===== config.mk =====
export PLATFORM = sky130hd
export DESIGN_NAME = uart_tx_framer_flat
export DESIGN_NICKNAME = d
export VERILOG_FILES = /design/src/rtl/uart_tx_framer_if.sv /design/src/rtl/uart_tx_framer.sv /design/src/flat_wrapper.sv
export SDC_FILE = /design/constraint.sdc
export NUM_CORES = 1
export LEC_CHECK = 0
export CORE_ASPECT_RATIO = 1.75
export CORE_MARGIN = 2
export CORE_UTILIZATION = 35
export DETAILED_ROUTE_END_ITERATION = 10
export GPL_TIMING_DRIVEN = 0
export PLACE_DENSITY = 0.5
export REMOVE_ABC_BUFFERS = 1
export SYNTH_ARGS = -nofsm -noshare
export SYNTH_HDL_FRONTEND = slang
export SYNTH_SLANG_ARGS = --single-unit

===== constraint.sdc =====
create_clock -name clk -period 3.2 [get_ports clk]
set_clock_uncertainty 0.15 [all_clocks]
set_input_delay 0.64 -clock clk [delete_from_list [all_inputs] [get_ports clk]]
set_output_delay 0.64 -clock clk [all_outputs]
set_load 0.1 [all_outputs]

===== src/rtl/uart_tx_framer_if.sv =====
// Word handshake between the producer and the UART transmit framer.
interface uart_tx_framer_if #(
    parameter int unsigned DATA_BITS = 8
);
    logic [DATA_BITS-1:0] in_data;
    logic                 in_valid;
    logic                 in_ready;

    // Producer side drives the word and its valid flag
    modport master (
        output in_data,
        output in_valid,
        input  in_ready
    );

    // Framer side accepts the word and reports buffer space
    modport slave (
        input  in_data,
        input  in_valid,
        output in_ready
    );
endinterface


===== src/rtl/uart_tx_framer.sv =====
// UART transmit framer: start bit, LSB-first data, optional parity, stop bits,
// paced by rising edges of the baud generator square wave. A one-word holding
// register allows frames to follow each other with no idle gap.
module uart_tx_framer #(
    parameter int unsigned DATA_BITS  = 8,
    parameter int unsigned PARITY_EN  = 1,
    parameter int unsigned PARITY_ODD = 0,
    parameter int unsigned STOP_BITS  = 1
) (
    input  logic                    clk,
    input  logic                    rst_n,     // active-high asynchronous reset
    input  logic                    baud_clk,
    uart_tx_framer_if.slave         in_if,
    output logic                    tx,
    output logic                    tx_busy,
    output logic                    tx_done
);

    localparam int unsigned CNT_W = $clog2(DATA_BITS + 1);

    typedef enum logic [2:0] {
        S_IDLE,
        S_START,
        S_DATA,
        S_PARITY,
        S_STOP
    } state_t;

    state_t               state_q, state_d;
    logic                 baud_q;
    logic [DATA_BITS-1:0] hold_q, hold_d;
    logic                 hold_full_q, hold_full_d;
    logic                 in_ready_q, in_ready_d;
    logic [DATA_BITS-1:0] shift_q, shift_d;
    logic                 parity_q, parity_d;
    logic [CNT_W-1:0]     bit_cnt_q, bit_cnt_d;
    logic                 stop_cnt_q, stop_cnt_d;
    logic                 tx_q, tx_d;
    logic                 busy_q, busy_d;
    logic                 done_q, done_d;

    logic                 tick_c;
    logic                 accept_c;

    // baud_clk shares clk, so a single register is enough for edge detection
    assign tick_c   = baud_clk & ~baud_q;
    assign accept_c = in_if.in_valid & in_ready_q;

    // Next-state, datapath and output decode
    always_comb begin
        state_d     = state_q;
        hold_d      = hold_q;
        hold_full_d = hold_full_q;
        shift_d     = shift_q;
        parity_d    = parity_q;
        bit_cnt_d   = bit_cnt_q;
        stop_cnt_d  = stop_cnt_q;
        tx_d        = tx_q;
        done_d      = 1'b0;

        if (accept_c) begin
            hold_d      = in_if.in_data;
            hold_full_d = 1'b1;
        end

        if (tick_c) begin
            case (state_q)
                S_IDLE: begin
                    if (hold_full_q) begin
                        shift_d     = hold_q;
                        parity_d    = (^hold_q) ^ 1'(PARITY_ODD);
                        hold_full_d = 1'b0;
                        state_d     = S_START;
                        tx_d        = 1'b0;
                    end else begin
                        tx_d = 1'b1;
                    end
                end
                S_START: begin
                    tx_d      = shift_q[0];
                    bit_cnt_d = '0;
                    state_d   = S_DATA;
                end
                S_DATA: begin
                    shift_d   = shift_q >> 1;
                    bit_cnt_d = bit_cnt_q + CNT_W'(1);
                    if (bit_cnt_q == CNT_W'(DATA_BITS - 1)) begin
                        if (PARITY_EN != 0) begin
                            state_d = S_PARITY;
                            tx_d    = parity_q;
                        end else begin
                            state_d    = S_STOP;
                            tx_d       = 1'b1;
                            stop_cnt_d = 1'b0;
                        end
                    end else begin
                        tx_d = shift_q[1];
                    end
                end
                S_PARITY: begin
                    state_d    = S_STOP;
                    tx_d       = 1'b1;
                    stop_cnt_d = 1'b0;
                end
                S_STOP: begin
                    if (stop_cnt_q == 1'(STOP_BITS - 1)) begin
                        done_d = 1'b1;
                        if (hold_full_q) begin
                            // back-to-back: next start bit follows the stop bit directly
                            shift_d     = hold_q;
                            parity_d    = (^hold_q) ^ 1'(PARITY_ODD);
                            hold_full_d = 1'b0;
                            state_d     = S_START;
                            tx_d        = 1'b0;
                        end else begin
                            state_d = S_IDLE;
                            tx_d    = 1'b1;
                        end
                    end else begin
                        stop_cnt_d = stop_cnt_q + 1'b1;
                    end
                end
                default: begin
                    state_d = S_IDLE;
                    tx_d    = 1'b1;
                end
            endcase
        end

        in_ready_d = ~hold_full_d;
        busy_d     = (state_d != S_IDLE);
    end

    // State and datapath registers; reset forces the line idle immediately
    always_ff @(posedge clk or posedge rst_n) begin
        if (rst_n) begin
            state_q     <= S_IDLE;
            baud_q      <= 1'b0;
            hold_q      <= '0;
            hold_full_q <= 1'b0;
            in_ready_q  <= 1'b1;
            shift_q     <= '0;
            parity_q    <= 1'b0;
            bit_cnt_q   <= '0;
            stop_cnt_q  <= 1'b0;
            tx_q        <= 1'b1;
            busy_q      <= 1'b0;
            done_q      <= 1'b0;
        end else begin
            state_q     <= state_d;
            baud_q      <= baud_clk;
            hold_q      <= hold_d;
            hold_full_q <= hold_full_d;
            in_ready_q  <= in_ready_d;
            shift_q     <= shift_d;
            parity_q    <= parity_d;
            bit_cnt_q   <= bit_cnt_d;
            stop_cnt_q  <= stop_cnt_d;
            tx_q        <= tx_d;
            busy_q      <= busy_d;
            done_q      <= done_d;
        end
    end

    assign in_if.in_ready = in_ready_q;
    assign tx             = tx_q;
    assign tx_busy        = busy_q;
    assign tx_done        = done_q;

endmodule


===== src/flat_wrapper.sv =====
// flat-port wrapper written by rule: the top's interface ports become plain ports
module uart_tx_framer_flat 
#(
    parameter int unsigned DATA_BITS  = 8,
    parameter int unsigned PARITY_EN  = 1,
    parameter int unsigned PARITY_ODD = 0,
    parameter int unsigned STOP_BITS  = 1
)
  (clk, rst_n, baud_clk, tx, tx_busy, tx_done, in_if_in_data, in_if_in_valid, in_if_in_ready);
  uart_tx_framer_if #(.DATA_BITS(DATA_BITS)) in_if_i ();
  input  logic clk;
  input  logic rst_n;
  input  logic baud_clk;
  output logic tx;
  output logic tx_busy;
  output logic tx_done;
  input wire logic [$bits(in_if_i.in_data)-1:0] in_if_in_data;
  input wire logic [$bits(in_if_i.in_valid)-1:0] in_if_in_valid;
  output wire logic [$bits(in_if_i.in_ready)-1:0] in_if_in_ready;
  assign in_if_i.in_data = in_if_in_data;
  assign in_if_i.in_valid = in_if_in_valid;
  assign in_if_in_ready = in_if_i.in_ready;
  uart_tx_framer #(.DATA_BITS(DATA_BITS), .PARITY_EN(PARITY_EN), .PARITY_ODD(PARITY_ODD), .STOP_BITS(STOP_BITS)) u_core (.clk(clk), .rst_n(rst_n), .baud_clk(baud_clk), .in_if(in_if_i), .tx(tx), .tx_busy(tx_busy), .tx_done(tx_done));
endmodule

==> results.md, run 1 <==
* Sink Count at 30
* WP depth at 1
* Kind of critical path: reg2out
* Synth async-reset ratio at 1.00
* R2r setup slk at 1230 ps
* CTS resizes at 0
* Core ar. at 4110 µm²
* # port buffers at 15
* Critical path startpoint: u_core.tx
* Top_reg_cell synth: dfrtp_1
* # setup viols final at 0
* WHS at 330 ps
* Setup tns final at 0 ps
* GR Util All Layers at 0.149
* PD cells at 1010 nW/µm²
* Vias in the first global route at 1,184
* ANT cells at 0
* Max_cap viols at 0
* Synth warn at 0
* Critical Path AT at 1920 ps
* Vias per cell at 5.24
* Setup crit start kind: flop
* Slew @ Worst Pin at 1130 ps
* Final nets at 168
* Critical Path Max Stage Delay at 1120 ps
* Dpl hpwl at 2170 µm
* Hold Fails Final Rpt at 0
* Clock Tree Buf Depth at 2
* Antenna Nets Post-Route at 0
* DRT iter0 DRCs at 12
* Pins Over Slew Limit at 0
* # fillers at 424
* I/O Pins at 16
* Area grow syn2layout at 17.3%
* Peak VDD IR at 395 µV
* DR pass1 iterations at 4
* Cells after Synth at 141
* # Post-CTS Setup Buffers at 0
* Via count at 1,075
* CP max FO at 2
* Critical path buffers and inverters at 1
* R2r startpoint: u_core.state_q[1]
* Crit share post-route at 0.848
* Seq/Total Area, Yosys at 0.508
* Initial Util at 0.361
* Status: complete, no violations
* WL/cell at 14.1 µm
* Cell with the most instances after synthesis: dfrtp_1
* Post-route cell area at 1740 µm²
* DIE WIDTH at 53.2 µm
* Slowest-stage cell, CP: clkdlybuf4s50_1
* Tightest Hold Check Type: reg2reg
* Hold Path Depth at 2
* R2R cell count at 3
* Synth area leader: dfrtp_1
* Leakage power at 0.738 nW
* Internal Dissipation at 1.05 mW
* Yosys cell types at 37
* Post-synth top cells: 28 x dfrtp_1, 13 x nand2_1, 13 x o21ai_0, 11 x a21oi_1, 9 x mux2_2
* Number of synthesized register bits at 30
* Routed wire length at 2880 µm
* Crit path capture: tx
* Switch share at 0.400
* CP endpoint kind: primary output
* Post-synth EDFFs at 0
* Clock power frac at 0.163
* First-pass GRT wire length at 5270 µm
* Crit path max-delay family: buffers and inverters
* Logic pwr share at 0.419
* Overflow after GRT at 0
* Synth top area share at 0.472
* H-tree Lvls at 2
* Shortest period the worst path allows at 2710 ps
* CTS clk-pin slew, worst paths at 60 ps
* Sequential power share at 0.418
* Final Wtd Congestion at 0.749
* Data required time of the worst path at 2410 ps
* Crit-path cells: clkdlybuf4s50_1
* Top cells by area, synth: dfrtp_1 47%, mux2_2 6.8%, mux2i_1 4.7%
* RR Endpoint: u_core.shift_q[6]
* RSZ-0062 raised after global routing: false
* CTS tree: built
* Residual DRC at 0
* Standard-cell rows at 31
* Post-place instance area at 1660 µm²
* FMAX at 368 MHz
* Synthesized area per cell at 10.5 µm²
* Slew headroom at 0.247
* Layout cells sized above 1 at 0.135
* Largest net degree at the start of global routing at 31
* Root Driver: clkbuf_8
* Cts bufs inserted at 5
* Initial antenna violation count at 0
* Die height at 90.1 µm
* Post-CTS Hold Buffers at 0
* DIE AREA at 4800 µm²
* Switching component of the power at 0.702 mW
* Synthesized area at 1480 µm²
* Worst skew pair latency at 270 ps
==> metrics by stage <==
step                      power (mW)  worst slack (ps)  std cells  utilization
after floorplan                 1.31              1110        133            -
after global placement          1.47               719        197        0.403
after detailed placement        1.49               772        197        0.404
after CTS                       1.78               468        205        0.423
after global routing            1.92               448        205        0.423
final                           1.76               486        205        0.423
==> placed cells by master (no fill, tap or decap), types with 2 or more instances in the layout <==
| cell type | netlist | final |
|---|---|---|
| nand2_1 | 13 | 13 |
| a21oi_1 | 11 | 11 |
| o21ai_1 | 2 | 2 |
| a41oi_1 | 2 | 2 |
| mux2_2 | 9 | 9 |
| dfrtp_1 | 28 | 28 |
| clkdlybuf4s50_1 | 0 | 15 |
| nor2b_1 | 4 | 4 |
| clkbuf_8 | 0 | 5 |
| o22ai_1 | 2 | 2 |
| mux2i_1 | 7 | 7 |
| nand3_1 | 3 | 3 |
| and3_1 | 2 | 2 |
| o21ai_0 | 13 | 13 |
| inv_1 | 5 | 5 |
| clkbuf_1 | 1 | 3 |
| nor3_1 | 2 | 2 |
| nor2_1 | 3 | 3 |
| dfstp_2 | 2 | 2 |
| o21a_1 | 2 | 2 |
| xnor2_1 | 7 | 7 |
| nor3b_2 | 1 | 2 |
==> power groups by stage <==
stage / Clock (mW) / Combinational [mW] / Sequential (mW)
floorplan: 0 / 0.504 / 0.805
CTS: 0.297 / 0.748 / 0.739
global placement: 0 / 0.734 / 0.737
finish: 0.286 / 0.736 / 0.735
detailed placement: 0 / 0.747 / 0.746
global route: 0.314 / 0.832 / 0.775
==> routing by layer <==
layer,track usage,part of all wire,vias up
met1,0.149,0.37,527
met2,0.265,0.59,17
met5,0,0,-
li1,-,-,525
met4,0.0684,0.016,0
met3,0.0449,0.025,6
==> worst min-delay path by stage <==
stage	from	to	slack, ps
after floorplan	u_core.parity_q	u_core.parity_q	300
after global placement	u_core.shift_q[2]	u_core.shift_q[2]	320
after detailed placement	u_core.parity_q	u_core.parity_q	320
after CTS	u_core.shift_q[3]	u_core.shift_q[3]	340
after global routing	u_core.parity_q	u_core.parity_q	380
final	u_core.parity_q	u_core.parity_q	330
==> cell families after synthesis <==
group / share of synthesized area
buf+inv: 0.0396
mux: 0.116
flops: 0.508
fa+ha+maj: 0.00843
simple gates: 0.148
xor+xnor: 0.0413
compound gates: 0.140
==> registers in the layout, summed over array words and instances (netlist names) <==
name / cells
u_core.in_if.in_ready: 1
u_core.parity_q: 1
u_core.baud_q: 1
u_core.tx_done: 1
u_core.tx_busy: 1
u_core.bit_cnt_q: 4
u_core.state_q: 3
u_core.tx: 1
u_core.shift_q: 8
u_core.hold_q: 8
u_core.hold_full_q: 1
==> area by class of cell <==
class                   count  area (µm²)  area share
multi-input cells          98         677       0.389
repair buffers             15         150      0.0863
inverters                   5        18.8      0.0108
flip-flops and latches     30         753       0.433
clock buffers               8        80.1      0.0460
well taps                  49        61.3      0.0352
Power figures use the tool's default switching activity.
==> run 2: changes to the inputs <==
Clock period 3.2 ns to 2.7 ns, I/O delays scaled along.
==> results of run 2 <==
The final DEF is identical to that of run 1. Status: complete, no violations.
Main changes from that run: setup slack after placement 772 ps -> 372 ps; setup slack after layout 486 ps -> 86.3 ps; register-to-register setup slack 1230 ps -> 730 ps; total power 1.76 mW -> 2.08 mW; worst IR drop on VDD 395 µV -> 468 µV
==> run 3: changes to the inputs <==
Settings changed: SKIP_LAST_GASP set to 1.
==> results of run 3 <==
The final DEF is identical to that of run 1. Status: complete, no violations.
Main changes from that run: setup slack after placement 772 ps -> 372 ps; setup slack after layout 486 ps -> 86.3 ps; register-to-register setup slack 1230 ps -> 730 ps; total power 1.76 mW -> 2.08 mW; worst IR drop on VDD 395 µV -> 468 µV
